`src/rtl/sd_audio_pkg.sv`:
```
// rtl/sd_audio_pkg.sv - shared types, beeper levels and clamp helper for the audio mixer
package sd_audio_pkg;

    typedef enum logic [1:0] {
        ST_IDLE   = 2'd0,
        ST_ACC    = 2'd1,
        ST_COMMIT = 2'd2
    } mix_state_e;

    // Indexed by {ear, spk, mic}; scaled up by W-8 bits for wider DACs.
    localparam logic signed [7:0] BEEP_LVL [0:7] = '{
        -8'sd96, -8'sd80, 8'sd48, 8'sd56, -8'sd92, -8'sd72, 8'sd100, 8'sd120
    };

    function automatic logic signed [31:0] clamp_signed(input logic signed [31:0] v,
                                                        input int w);
        logic signed [31:0] hi;
        logic signed [31:0] lo;
        hi = (32'sd1 <<< (w - 1)) - 32'sd1;
        lo = -(32'sd1 <<< (w - 1));
        if (v > hi) begin
            return hi;
        end
        if (v < lo) begin
            return lo;
        end
        return v;
    endfunction

endpackage

```
`src/rtl/sd_audio_mixer_mc_if.sv`:
```
// rtl/sd_audio_mixer_mc_if.sv - source-side and output-pin signals of the audio mixer
interface sd_audio_mixer_mc_if #(
    parameter int W   = 8,
    parameter int NCH = 3
);
    logic [NCH*W-1:0] ch_data;
    logic [NCH*4-1:0] ch_vol;
    logic [NCH*2-1:0] ch_pan;
    logic             beep_en;
    logic             ear;
    logic             spk;
    logic             mic;
    logic             audio_l;
    logic             audio_r;
    logic             sample_strobe;

    modport master (
        output ch_data, ch_vol, ch_pan, beep_en, ear, spk, mic,
        input  audio_l, audio_r, sample_strobe
    );

    modport slave (
        input  ch_data, ch_vol, ch_pan, beep_en, ear, spk, mic,
        output audio_l, audio_r, sample_strobe
    );
endinterface

```
`src/rtl/sd_audio_mixer_mc_dac1.sv`:
```
// rtl/sd_audio_mixer_mc_dac1.sv - first-order sigma-delta DAC, one output bit per clock
module sd_dac1 #(
    parameter int W = 8
) (
    input  logic         clkdac,
    input  logic         reset,
    input  logic [W-1:0] din,
    output logic         dout
);
    logic [W+1:0] sigma_q, sigma_d;
    logic [W+1:0] delta_b;
    logic         dout_q, dout_d;

    // Feedback subtracts 2^W whenever the integrator MSB is set.
    always_comb begin
        delta_b = {sigma_q[W+1], sigma_q[W+1], {W{1'b0}}};
        sigma_d = {2'b00, din} + delta_b + sigma_q;
        dout_d  = sigma_q[W+1];
    end

    always_ff @(posedge clkdac) begin
        if (reset) begin
            sigma_q <= {2'b01, {W{1'b0}}};
            dout_q  <= 1'b0;
        end else begin
            sigma_q <= sigma_d;
            dout_q  <= dout_d;
        end
    end

    assign dout = dout_q;
endmodule

```
`src/rtl/sd_audio_mixer_mc.sv`:
```
// rtl/sd_audio_mixer_mc.sv - NCH-channel PCM/beeper stereo mixer driving two sigma-delta DACs
module sd_audio_mixer_mc
    import sd_audio_pkg::*;
#(
    parameter int W   = 8,
    parameter int NCH = 3,
    parameter int DIV = 64
) (
    input  logic              clkdac,
    input  logic              reset,
    sd_audio_mixer_mc_if.slave aif
);
    localparam int ACC_W = W + 4 + $clog2(NCH + 1);
    localparam int IDX_W = (NCH > 1) ? $clog2(NCH) : 1;
    localparam int CNT_W = $clog2(DIV);
    localparam logic [W-1:0] MID = {1'b1, {(W-1){1'b0}}};

    if (DIV < NCH + 2) begin : g_bad_div
        $error("sd_audio_mixer_mc: DIV must be at least NCH+2");
    end
    if (W < 8 || W > 16 || NCH < 1 || NCH > 8) begin : g_bad_size
        $error("sd_audio_mixer_mc: W must be 8..16 and NCH 1..8");
    end

    logic [CNT_W-1:0]        count_q, count_d;
    mix_state_e              state_q, state_d;
    logic [IDX_W-1:0]        idx_q, idx_d;
    logic signed [ACC_W-1:0] acc_l_q, acc_l_d, acc_r_q, acc_r_d;
    logic [NCH*W-1:0]        snap_data_q, snap_data_d;
    logic [NCH*4-1:0]        snap_vol_q, snap_vol_d;
    logic [NCH*2-1:0]        snap_pan_q, snap_pan_d;
    logic [W-1:0]            dac_in_l_q, dac_in_l_d, dac_in_r_q, dac_in_r_d;
    logic                    strobe_q, strobe_d;

    logic                    tick;
    logic signed [7:0]       beep_lvl;
    logic signed [W-1:0]     beep_w;
    logic [W-1:0]            cur_raw;
    logic signed [W-1:0]     cur_s;
    logic [3:0]              cur_vol;
    logic [1:0]              cur_pan;
    logic signed [W+4:0]     prod;
    logic signed [ACC_W-1:0] term, sum_l, sum_r;

    always_comb begin
        tick     = (count_q == CNT_W'(DIV - 1));
        count_d  = tick ? '0 : count_q + CNT_W'(1);

        beep_lvl = BEEP_LVL[{aif.ear, aif.spk, aif.mic}];
        beep_w   = W'(beep_lvl) <<< (W - 8);

        cur_raw  = snap_data_q[idx_q*W +: W];
        cur_s    = {~cur_raw[W-1], cur_raw[W-2:0]};
        cur_vol  = snap_vol_q[idx_q*4 +: 4];
        cur_pan  = snap_pan_q[idx_q*2 +: 2];
        prod     = (W+5)'(cur_s) * (W+5)'($signed({1'b0, cur_vol}));
        term     = ACC_W'(prod >>> 4);
        sum_l    = acc_l_q + (cur_pan[0] ? term : '0);
        sum_r    = acc_r_q + (cur_pan[1] ? term : '0);

        state_d     = state_q;
        idx_d       = idx_q;
        acc_l_d     = acc_l_q;
        acc_r_d     = acc_r_q;
        snap_data_d = snap_data_q;
        snap_vol_d  = snap_vol_q;
        snap_pan_d  = snap_pan_q;
        dac_in_l_d  = dac_in_l_q;
        dac_in_r_d  = dac_in_r_q;
        strobe_d    = 1'b0;

        case (state_q)
            ST_IDLE: begin
                if (tick) begin
                    snap_data_d = aif.ch_data;
                    snap_vol_d  = aif.ch_vol;
                    snap_pan_d  = aif.ch_pan;
                    acc_l_d     = aif.beep_en ? ACC_W'(beep_w) : '0;
                    acc_r_d     = aif.beep_en ? ACC_W'(beep_w) : '0;
                    idx_d       = '0;
                    state_d     = ST_ACC;
                end
            end
            ST_ACC: begin
                acc_l_d = sum_l;
                acc_r_d = sum_r;
                if (idx_q == IDX_W'(NCH - 1)) begin
                    // Clamp the finished sums on the way into COMMIT so the
                    // new DAC word and the strobe appear together NCH+1 edges after tick.
                    dac_in_l_d = W'(clamp_signed(32'(sum_l), W)) ^ MID;
                    dac_in_r_d = W'(clamp_signed(32'(sum_r), W)) ^ MID;
                    strobe_d   = 1'b1;
                    state_d    = ST_COMMIT;
                end else begin
                    idx_d = idx_q + IDX_W'(1);
                end
            end
            ST_COMMIT: begin
                state_d = ST_IDLE;
            end
            default: begin
                state_d = ST_IDLE;
            end
        endcase
    end

    always_ff @(posedge clkdac) begin
        if (reset) begin
            count_q     <= '0;
            state_q     <= ST_IDLE;
            idx_q       <= '0;
            acc_l_q     <= '0;
            acc_r_q     <= '0;
            snap_data_q <= '0;
            snap_vol_q  <= '0;
            snap_pan_q  <= '0;
            dac_in_l_q  <= MID;
            dac_in_r_q  <= MID;
            strobe_q    <= 1'b0;
        end else begin
            count_q     <= count_d;
            state_q     <= state_d;
            idx_q       <= idx_d;
            acc_l_q     <= acc_l_d;
            acc_r_q     <= acc_r_d;
            snap_data_q <= snap_data_d;
            snap_vol_q  <= snap_vol_d;
            snap_pan_q  <= snap_pan_d;
            dac_in_l_q  <= dac_in_l_d;
            dac_in_r_q  <= dac_in_r_d;
            strobe_q    <= strobe_d;
        end
    end

    logic audio_l_w, audio_r_w;

    sd_dac1 #(.W(W)) u_dac_l (
        .clkdac (clkdac),
        .reset  (reset),
        .din    (dac_in_l_q),
        .dout   (audio_l_w)
    );

    sd_dac1 #(.W(W)) u_dac_r (
        .clkdac (clkdac),
        .reset  (reset),
        .din    (dac_in_r_q),
        .dout   (audio_r_w)
    );

    assign aif.audio_l       = audio_l_w;
    assign aif.audio_r       = audio_r_w;
    assign aif.sample_strobe = strobe_q;
endmodule
```
`src/flat_wrapper.sv`:
```
// flat-port wrapper written by rule: the top's interface ports become plain ports
module sd_audio_mixer_mc_flat import sd_audio_pkg::*;
#(
    parameter int W   = 8,
    parameter int NCH = 3,
    parameter int DIV = 64
)
  (clkdac, reset, aif_ch_data, aif_ch_vol, aif_ch_pan, aif_beep_en, aif_ear, aif_spk, aif_mic, aif_audio_l, aif_audio_r, aif_sample_strobe);
  sd_audio_mixer_mc_if #(.W(W), .NCH(NCH)) aif_i ();
  input  logic clkdac;
  input  logic reset;
  input wire logic [$bits(aif_i.ch_data)-1:0] aif_ch_data;
  input wire logic [$bits(aif_i.ch_vol)-1:0] aif_ch_vol;
  input wire logic [$bits(aif_i.ch_pan)-1:0] aif_ch_pan;
  input wire logic [$bits(aif_i.beep_en)-1:0] aif_beep_en;
  input wire logic [$bits(aif_i.ear)-1:0] aif_ear;
  input wire logic [$bits(aif_i.spk)-1:0] aif_spk;
  input wire logic [$bits(aif_i.mic)-1:0] aif_mic;
  output wire logic [$bits(aif_i.audio_l)-1:0] aif_audio_l;
  output wire logic [$bits(aif_i.audio_r)-1:0] aif_audio_r;
  output wire logic [$bits(aif_i.sample_strobe)-1:0] aif_sample_strobe;
  assign aif_i.ch_data = aif_ch_data;
  assign aif_i.ch_vol = aif_ch_vol;
  assign aif_i.ch_pan = aif_ch_pan;
  assign aif_i.beep_en = aif_beep_en;
  assign aif_i.ear = aif_ear;
  assign aif_i.spk = aif_spk;
  assign aif_i.mic = aif_mic;
  assign aif_audio_l = aif_i.audio_l;
  assign aif_audio_r = aif_i.audio_r;
  assign aif_sample_strobe = aif_i.sample_strobe;
  sd_audio_mixer_mc #(.W(W), .NCH(NCH), .DIV(DIV)) u_core (.clkdac(clkdac), .reset(reset), .aif(aif_i));
endmodule
```
`config.mk`:
```
export PLATFORM = sky130hd
export DESIGN_NAME = sd_audio_mixer_mc_flat
export DESIGN_NICKNAME = d
export VERILOG_FILES = /design/src/rtl/sd_audio_pkg.sv /design/src/rtl/sd_audio_mixer_mc_if.sv /design/src/rtl/sd_audio_mixer_mc_dac1.sv /design/src/rtl/sd_audio_mixer_mc.sv /design/src/flat_wrapper.sv
export SDC_FILE = /design/constraint.sdc
export NUM_CORES = 1
export LEC_CHECK = 0
export ABC_CLOCK_PERIOD_IN_PS = 12300
export BUFFER_PORTS_ARGS = -buffer_cell sky130_fd_sc_hd__buf_4
export CAP_MARGIN = 20
export CELL_PAD_IN_SITES_DETAIL_PLACEMENT = 0
export CELL_PAD_IN_SITES_GLOBAL_PLACEMENT = 1
export CORE_MARGIN = 2
export CORE_UTILIZATION = 31
export DETAILED_ROUTE_END_ITERATION = 10
export PLACE_DENSITY = 0.67
export SETUP_SLACK_MARGIN = 0.4
export SKIP_LAST_GASP = 1
export SLEW_MARGIN = 20
export SYNTH_ARGS = -nofsm -noshare
export SYNTH_HDL_FRONTEND = slang
export SYNTH_HIERARCHICAL = 1
export SYNTH_SLANG_ARGS = --single-unit
```
`constraint.sdc`:
```
create_clock -name clkdac -period 12.3 [get_ports clkdac]
set_input_delay 0.615 -clock clkdac [delete_from_list [all_inputs] [get_ports clkdac]]
set_output_delay 0.615 -clock clkdac [all_outputs]
set_load 0.05 [all_outputs]
```
[Word-level counts from Yosys, hierarchy flattened]
Memory sizes are Yosys's and may differ from the RTL's.
Cells that the tools add are included.
Cells by class
  order comparisons: 5
  shift-type cells: 3
  add/subtract/negate cells: 8
  reductions and logical operators: 9
  mux-type cells: 41
  eq/ne operators: 6
  multiply operators: 1
  bitwise operators: 5
Operators with widths (number)
  $mux W8: 14
  $mux W14: 4
  $pmux W14 S2: 2
  $add A14 B14 Y14: 2
  $gt A14 B8 Y1 const B: 2
  $lt A14 B8 Y1 const B: 2
  $shiftx A24 B6 Y8: 1
  $add A10 B10 Y10: 2
  $add A9 B9 Y10: 2
  $mux W1: 15
  $mul A8 B5 Y13: 1
  $shiftx A12 B5 Y4: 1
  $mux W2: 4
  $pmux W2 S2: 2
  $reduce_and A2 Y1: 4
  $add A6 B1 Y6 const B: 1
  $eq A6 B6 Y1 const B: 1
  $shiftx A6 B4 Y2: 1
  $ge A4 B4 Y1 const B: 1
  $ne A2 B1 Y1 const B: 2
  $not A1 Y1: 4
  $not A3 Y4: 1
  $reduce_or A2 Y1: 2
  $reduce_and A3 Y1: 1
  6 further kinds: 6
Storage, ports and cells
  bits of input ports: 48
  bits in registers: 119
  output and inout bits: 3
  memories: 1
  word-level logic and storage cells: 94
  ROM bits: 64
Memory list
  (name not given): depth 8, width 8, read ports 1, clocked after memory_dff 0, write ports 0, RTL line sd_audio_mixer_mc.sv:49  | beep_lvl = BEEP_LVL[{aif.ear, aif.spk, aif.mic}];

[Longest topological paths before layout]
  depth in word-level cells: 17
  mapped depth: 31
  mapped depth without buffers: 29

[Hierarchy]
The synthesis kept the hierarchy.
By module, submodules not included
  sd_audio_mixer_mc: instances 1, seq. area each 1941.9 sq um, area an instance 6428.7 sq um, cells each 795
  sd_dac1: instances 2, seq. area each 220.2 sq um, area an instance 676.9 sq um, cells each 76

[Least setup slack after synthesis]
No wires, ideal clock.
  kind: register to register
  start: reg u_core.idx_q[0]
  end: reg u_core.dac_in_r_q[6]
  buffers on the path: 2
  setup slack: 5.383 ns
  period minus slack after synthesis: 6.917 ns
  cell stages (with the launch flop): 25
  setup time: 0.145 ns
  data required time: 12.155 ns
  arrival time: 6.772 ns
  cells stage by stage: dfxtp_1 -> buf_6 -> buf_1 -> mux2i_1 -> nor2_1 -> a21oi_1 -> nor2_1 -> ha_1 -> fa_1 -> fa_1 -> ha_1 -> and4_1 -> and4_1 -> a32o_1 -> a31o_1 -> or3_4 -> a21oi_4 -> ha_1 -> a21o_1 -> a31oi_1 -> mux2_2 -> or3_1 -> or3_1 -> o22ai_1 -> a211oi_1
On the way
  word-level cells in the longest chain between the ends: 14
  elaborated cells between the ends (all ways): 23
  classes of those cells: add/sub (1); mul (1); order compare (2); eq/ne (1); shift (3); mux (13); bitwise (1); reduce/logical (1)
Ends and longest elaborated chain
  start, declared: RTL line sd_audio_mixer_mc.sv:27  | logic [IDX_W-1:0] idx_q, idx_d;
  start signal, assigned: RTL line sd_audio_mixer_mc.sv:123  | idx_q <= idx_d;
  $shiftx A24 B6 Y8: RTL line sd_audio_mixer_mc.sv:52  | cur_raw = snap_data_q[idx_q*W +: W];
  $not A1 Y1: RTL line sd_audio_mixer_mc.sv:53  | cur_s = {~cur_raw[W-1], cur_raw[W-2:0]};
  $mul A8 B5 Y13: RTL line sd_audio_mixer_mc.sv:56  | prod = (W+5)'(cur_s) * (W+5)'($signed({1'b0, cur_vol}));
  $mux W14: RTL line sd_audio_mixer_mc.sv:59  | sum_r = acc_r_q + (cur_pan[1] ? term : '0);
  $add A14 B14 Y14: RTL line sd_audio_mixer_mc.sv:59
  $lt A14 B8 Y1: RTL line sd_audio_pkg.sv:24  | if (v < lo) begin
  $mux W1 (2 in a row): RTL line sd_audio_pkg.sv:24
  $mux W1: RTL line sd_audio_mixer_mc.sv:87  | if (idx_q == IDX_W'(NCH - 1)) begin
  $mux W1: RTL line sd_audio_mixer_mc.sv:72  | case (state_q)
  $mux W8: RTL line sd_audio_pkg.sv:27  | return v;
  $mux W8: RTL line sd_audio_pkg.sv:24
  $mux W8: RTL line sd_audio_mixer_mc.sv:87
  $mux W8: RTL line sd_audio_mixer_mc.sv:72
  end signal, assigned: RTL line sd_audio_mixer_mc.sv:130  | dac_in_r_q <= dac_in_r_d;
  end, declared: RTL line sd_audio_mixer_mc.sv:32  | logic [W-1:0] dac_in_l_q, dac_in_l_d, dac_in_r_q, dac_in_r_d;
Parallel ways exist; a longest one is shown, timed or not. The select of a mux whose other input is x is not followed.
A chain may end at the register's enable or synchronous reset.

[Worst setup path after layout]
  start: reg u_core.idx_q[0]
  end: reg u_core.dac_in_l_q[6]
On the way
  word-level cells in the longest chain between the ends: 14
  elaborated cells between the ends (all ways): 23
  classes of those cells: add/sub (1); mul (1); order compare (2); eq/ne (1); shift (3); mux (13); bitwise (1); reduce/logical (1)
Ends and longest elaborated chain
  $shiftx A24 B6 Y8: RTL line sd_audio_mixer_mc.sv:52
  $not A1 Y1: RTL line sd_audio_mixer_mc.sv:53
  $mul A8 B5 Y13: RTL line sd_audio_mixer_mc.sv:56
  $mux W14: RTL line sd_audio_mixer_mc.sv:58  | sum_l = acc_l_q + (cur_pan[0] ? term : '0);
  $add A14 B14 Y14: RTL line sd_audio_mixer_mc.sv:58
  $lt A14 B8 Y1: RTL line sd_audio_pkg.sv:24
  $mux W1 (2 in a row): RTL line sd_audio_pkg.sv:24
  $mux W1: RTL line sd_audio_mixer_mc.sv:87
  $mux W1: RTL line sd_audio_mixer_mc.sv:72
  $mux W8: RTL line sd_audio_pkg.sv:27
  $mux W8: RTL line sd_audio_pkg.sv:24
  $mux W8: RTL line sd_audio_mixer_mc.sv:87
  $mux W8: RTL line sd_audio_mixer_mc.sv:72
  end signal, assigned: RTL line sd_audio_mixer_mc.sv:129  | dac_in_l_q <= dac_in_l_d;
  end, declared: RTL line sd_audio_mixer_mc.sv:32
Parallel ways exist; a longest one is shown, timed or not. The select of a mux whose other input is x is not followed.

==> results_tabular.tex <==
\begin{tabular}{lr}
\hline
Metric & Value \\
\hline
\multicolumn{2}{l}{\textbf{Floorplan}} \\
Placeable core area & 0.02446 mm\^{}2 \\
Effective utilization at floorplan & 31.81\% \\
Horizontal extent of the die & 162.4 um \\
DIE AREA & 0.02639 mm\^{}2 \\
Num ports & 51 \\
Height of the die & 162.4 um \\
Site row count & 57 \\
\multicolumn{2}{l}{\textbf{Synthesis}} \\
Synth warn & 6 \\
Syn Std Cell Area & 0.007782 mm\^{}2 \\
Synthesized-area fraction occupied by xor and xnor cells & 5.289\% \\
Cell variety after synth & 71 \\
Ys async rst share & 0\% \\
Synthesized-area fraction occupied by adder cells & 16.08\% \\
Average cell area after synthesis & 8.218 um\^{}2 \\
Number of flops mapped to enable cells by yosys & 0 \\
Synthesized-area fraction occupied by and/or/nand/nor cells & 21.41\% \\
Post-synthesis compound-gate area fraction & 20.06\% \\
Share of the yosys chip area belonging to registers & 30.61\% \\
Fraction of synthesized area in multiplexers & 2.621\% \\
Post-synthesis register bit count & 119 \\
Largest family of logic cells by synthesized area & simple AND/OR/NAND/NOR gates \\
Dominant synthesized flop cell & dfxtp\_1 \\
Cell count after synthesis & 947 \\
Syn\_nets & 1,083 \\
\multicolumn{2}{l}{\textbf{Power and ir drop}} \\
Pwr/cell area & 105.9 mW/mm\^{}2 \\
Leak Pwr & 3.642 nW \\
Maximum resistive drop on vdd & 79.28 uV \\
\multicolumn{2}{l}{\textbf{Timing}} \\
Maximum frequency from static timing analysis & 127.2 MHz \\
Tightest Pin Transition & 1.008 ns \\
RSZ-0062 raised after global routing & no \\
Setup Skew & 0.009546 ns \\
Setup total negative slack & 0 ns \\
\# setup viols final & 0 \\
Worst-case setup margin in the final layout & 4.441 ns \\
Rel. slew slack & 32.79\% \\
Min Clock Period, post-route & 7.859 ns \\
Total count of max-transition violations in the final report & 0 \\
Final period util & 63.89\% \\
Final number of hold-violating endpoints & 0 \\
\multicolumn{2}{l}{\textbf{Cells and area}} \\
Count of filler cells inserted in the layout & 2,566 \\
Final design area excluding fillers & 0.009052 mm\^{}2 \\
Final nets & 1,118 \\
Area delta synth->final & 16.32\% \\
Fraction of layout cells with a size suffix above 1 & 11.78\% \\
Antenna diode instance count & 0 \\
Non-filler instance count after layout & 1,317 \\
Post-Route Utilization & 37.01\% \\
\multicolumn{2}{l}{\textbf{Clocking}} \\
Deepest level of the CTS H-tree & 4 \\
Clock Pin Slew Worst Setup and Hold Paths & 0.06 ns \\
Post-CTS resize count & 0 \\
CTS Buf Count & 17 \\
Post-CTS setup repair buffer count & 0 \\
CTS Hold Buffers Added & 0 \\
Clock latency of the later-clocked register in the worst-skew pair & 0.41 ns \\
Maximum clock insertion buffer count & 2 \\
Clock sink count & 119 \\
Cell at the root of the clock tree & clkbuf\_16 \\
TritonCTS clock tree & done \\
\multicolumn{2}{l}{\textbf{Routing}} \\
Via-per-instance ratio & 4.969 \\
First-pass iteration count of the detailed router & 6 \\
Total routed wirelength & 19.00 mm \\
Remaining design rule violation count & 0 \\
Starting DRC count in detailed routing & 354 \\
Average wire per cell in the routed design & 14.43 um \\
Routed Antenna Nets & 0 \\
Via count & 6,544 \\
\multicolumn{2}{l}{\textbf{Setup path}} \\
Reg2reg path depth & 26 \\
Kind of launch point of the worst setup path & flop \\
Worst-case register-to-register setup slack & 4.44 ns \\
Reg2reg start & u\_core/idx\_q[0]\$\_SDFFE\_PP0P\_ \\
CP endpoint & u\_core/dac\_in\_l\_q[6]\$\_SDFFE\_PP0P\_ \\
Critical register-to-register path endpoint & u\_core/dac\_in\_l\_q[6]\$\_SDFFE\_PP0P\_ \\
Critical path class & flop to flop \\
WP data required & 12.57 ns \\
Worst setup path startpoint & u\_core/idx\_q[0]\$\_SDFFE\_PP0P\_ \\
Maximum fanout encountered on the critical timing path & 16 \\
CP arrival & 8.13 ns \\
Critical path endpoint category & flop \\
\multicolumn{2}{l}{\textbf{GRT}} \\
Via count of the first global-routing pass & 6,371 \\
Largest net degree at the start of global routing & 85 \\
Grt total ovfl & 0 \\
First-pass GRT wire length & 32.00 mm \\
Combined global-route utilization of all metal layers & 15.02\% \\
Antenna violations before repair & 0 \\
\multicolumn{2}{l}{\textbf{Placement}} \\
Buffers added on ports & 50 \\
Detail Placement HPWL & 13.96 mm \\
RePlAce Congestion & 0.8173 \\
Post-placement setup slack & 4.466 ns \\
Number of placed instances, taps included & 1,287 \\
Instance area after placement & 0.008459 mm\^{}2 \\
\multicolumn{2}{l}{\textbf{Flow run}} \\
Number of max-cap violations & 0 \\
\multicolumn{2}{l}{\textbf{Worst hold path}} \\
Min-delay src & aif\_ch\_data[6] \\
Classification of the worst-slack hold path & primary input to flop \\
\multicolumn{2}{l}{\textbf{Status}} \\
Result of the run & completed \\
\hline
\end{tabular}
-- sequential cells by signal (all words and copies together), names as in the netlist, 2 cells and up --
register / count
u_core/state_q: 2
u_core/u_dac_l/sigma_q: 10
u_core/u_dac_r/sigma_q: 10
u_core/snap_vol_q: 12
u_core/idx_q: 2
u_core/count_q: 6
u_core/acc_r_q: 14
u_core/dac_in_r_q: 8
u_core/dac_in_l_q: 8
u_core/acc_l_q: 14
u_core/snap_data_q: 24
u_core/snap_pan_q: 6
-- layer usage --
| metal | share of wire, % | global-route usage (%) |
|---|---|---|
| met1 | 50 | 20.53 |
| met2 | 45 | 24.31 |
| met3 | 3.5 | 2.776 |
| met4 | 1.3 | 4.143 |
| met5 | 0 | 0 |
-- cells in the mapped netlist (5+ instances only) --
| library cell | number | area share [%] |
|---|---|---|
| or2_2 | 6 | 0.48 |
| inv_1 | 35 | 1.7 |
| o21a_1 | 9 | 0.87 |
| dfxtp_1 | 119 | 31 |
| nand2_1 | 139 | 6.7 |
| a21o_1 | 14 | 1.4 |
| o21ai_0 | 19 | 1.2 |
| a21oi_1 | 92 | 5.9 |
| xnor2_1 | 27 | 3.0 |
| a31oi_1 | 18 | 1.4 |
| fa_1 | 20 | 5.1 |
| and2_1 | 6 | 0.48 |
| nor3_1 | 11 | 0.71 |
| o32ai_2 | 7 | 1.5 |
| nand3_1 | 22 | 1.4 |
| xor2_1 | 12 | 1.4 |
| a221oi_1 | 5 | 0.56 |
| mux2i_1 | 17 | 2.2 |
| nor2_1 | 127 | 6.1 |
| nand2b_1 | 6 | 0.48 |
| nor2b_1 | 13 | 1.0 |
| and3_1 | 5 | 0.40 |
| o22ai_1 | 5 | 0.40 |
| or4_1 | 5 | 0.48 |
| clkbuf_1 | 35 | 1.7 |
| a211oi_1 | 12 | 1.2 |
| ha_1 | 68 | 11 |
| o21bai_1 | 10 | 0.96 |
-- where the power goes --
| part | internal, mW | switching (mW) | leakage [nW] |
|---|---|---|---|
| Combinational | 0.0235 | 0.0235 | 2.40 |
| Sequential | 0.392 | 0.00245 | 0.961 |
| Clock | 0.336 | 0.182 | 0.279 |
-- kinds of logic (layout without fill, tap and decap cells) --
group | Yosys count | after routing
simple gates | 369 | 369
compound gates | 232 | 232
flops | 119 | 119
fa+ha+maj | 88 | 88
buf+inv | 77 | 123
xor+xnor | 42 | 42
mux | 20 | 20
-- final cells by class --
cell class | instances | area [um^2] | area share [%]
Tap cell | 324 | 405.4 | 4.478
Clock inverter | 9 | 152.6 | 1.686
Timing Repair Buffer | 58 | 435.4 | 4.810
Inverter | 35 | 131.4 | 1.451
Multi-Input combinational cell | 751 | 5105 | 56.39
Clock buffer | 21 | 440.4 | 4.865
Sequential cell | 119 | 2382 | 26.32
-- cell usage in the layout, fill, tap and decap left out, drive strengths merged, types with 6 or more instances in the layout --
cell	instances
xnor2	27
a21o	14
buf	58
nor2	128
nand2b	6
fa	20
xor2	12
nand3	22
mux2i	17
dfxtp	119
ha	68
or2	6
nor2b	15
o21ai	20
clkbuf	21
inv	35
nand2	139
o21a	9
a21oi	95
o21bai	10
and2	6
a31oi	18
nor3	11
a211oi	12
o32ai	9
-- worst max-delay path: stages (launching register included) --
cell and delay (ns):
dfxtp_1 0.45, buf_4 0.30, and2b_1 0.39, a21oi_1 0.59, nor2_1 0.15, ha_1 0.35
fa_1 0.54, inv_1 0.06, fa_1 0.52, inv_1 0.04, ha_1 0.35, a21oi_1 0.14
o21ai_0 0.12, o21bai_1 0.21, a21o_1 0.23, a21o_1 0.20, xnor2_1 0.21, nor2_1 0.07
ha_1 0.23, or3_1 0.36, o21bai_1 0.18, and4_1 0.20, a2111oi_0 0.70, a21oi_1 0.20
xnor2_1 0.31, o31a_1 0.45, o32ai_2 0.14
-- metrics by stage --
step	hold WS (ns)	total power, mW
6_report	0.4446	0.9590
5_1_grt	0.4365	0.9969
4_1_cts	0.4233	0.9761
3_5_place_dp	0.4425	0.4504
3_3_place_gp	0.4338	0.4494
2_1_floorplan	0.4175	0.4310
-- how the worst min path moves through the flow --
stage	to	slack (ns)	cells after the start
finish	u_core/snap_data_q[6]$_SDFFE_PP0P_	0.44	3
CTS	u_core/snap_data_q[13]$_SDFFE_PP0P_	0.42	3
global route	u_core/snap_data_q[8]$_SDFFE_PP0P_	0.44	3
global placement	u_core/count_q[0]$_SDFF_PP0_	0.43	1
floorplan	u_core/count_q[0]$_SDFF_PP0_	0.42	1
detailed placement	u_core/count_q[0]$_SDFF_PP0_	0.44	1
(Power assumes the default switching activity.)
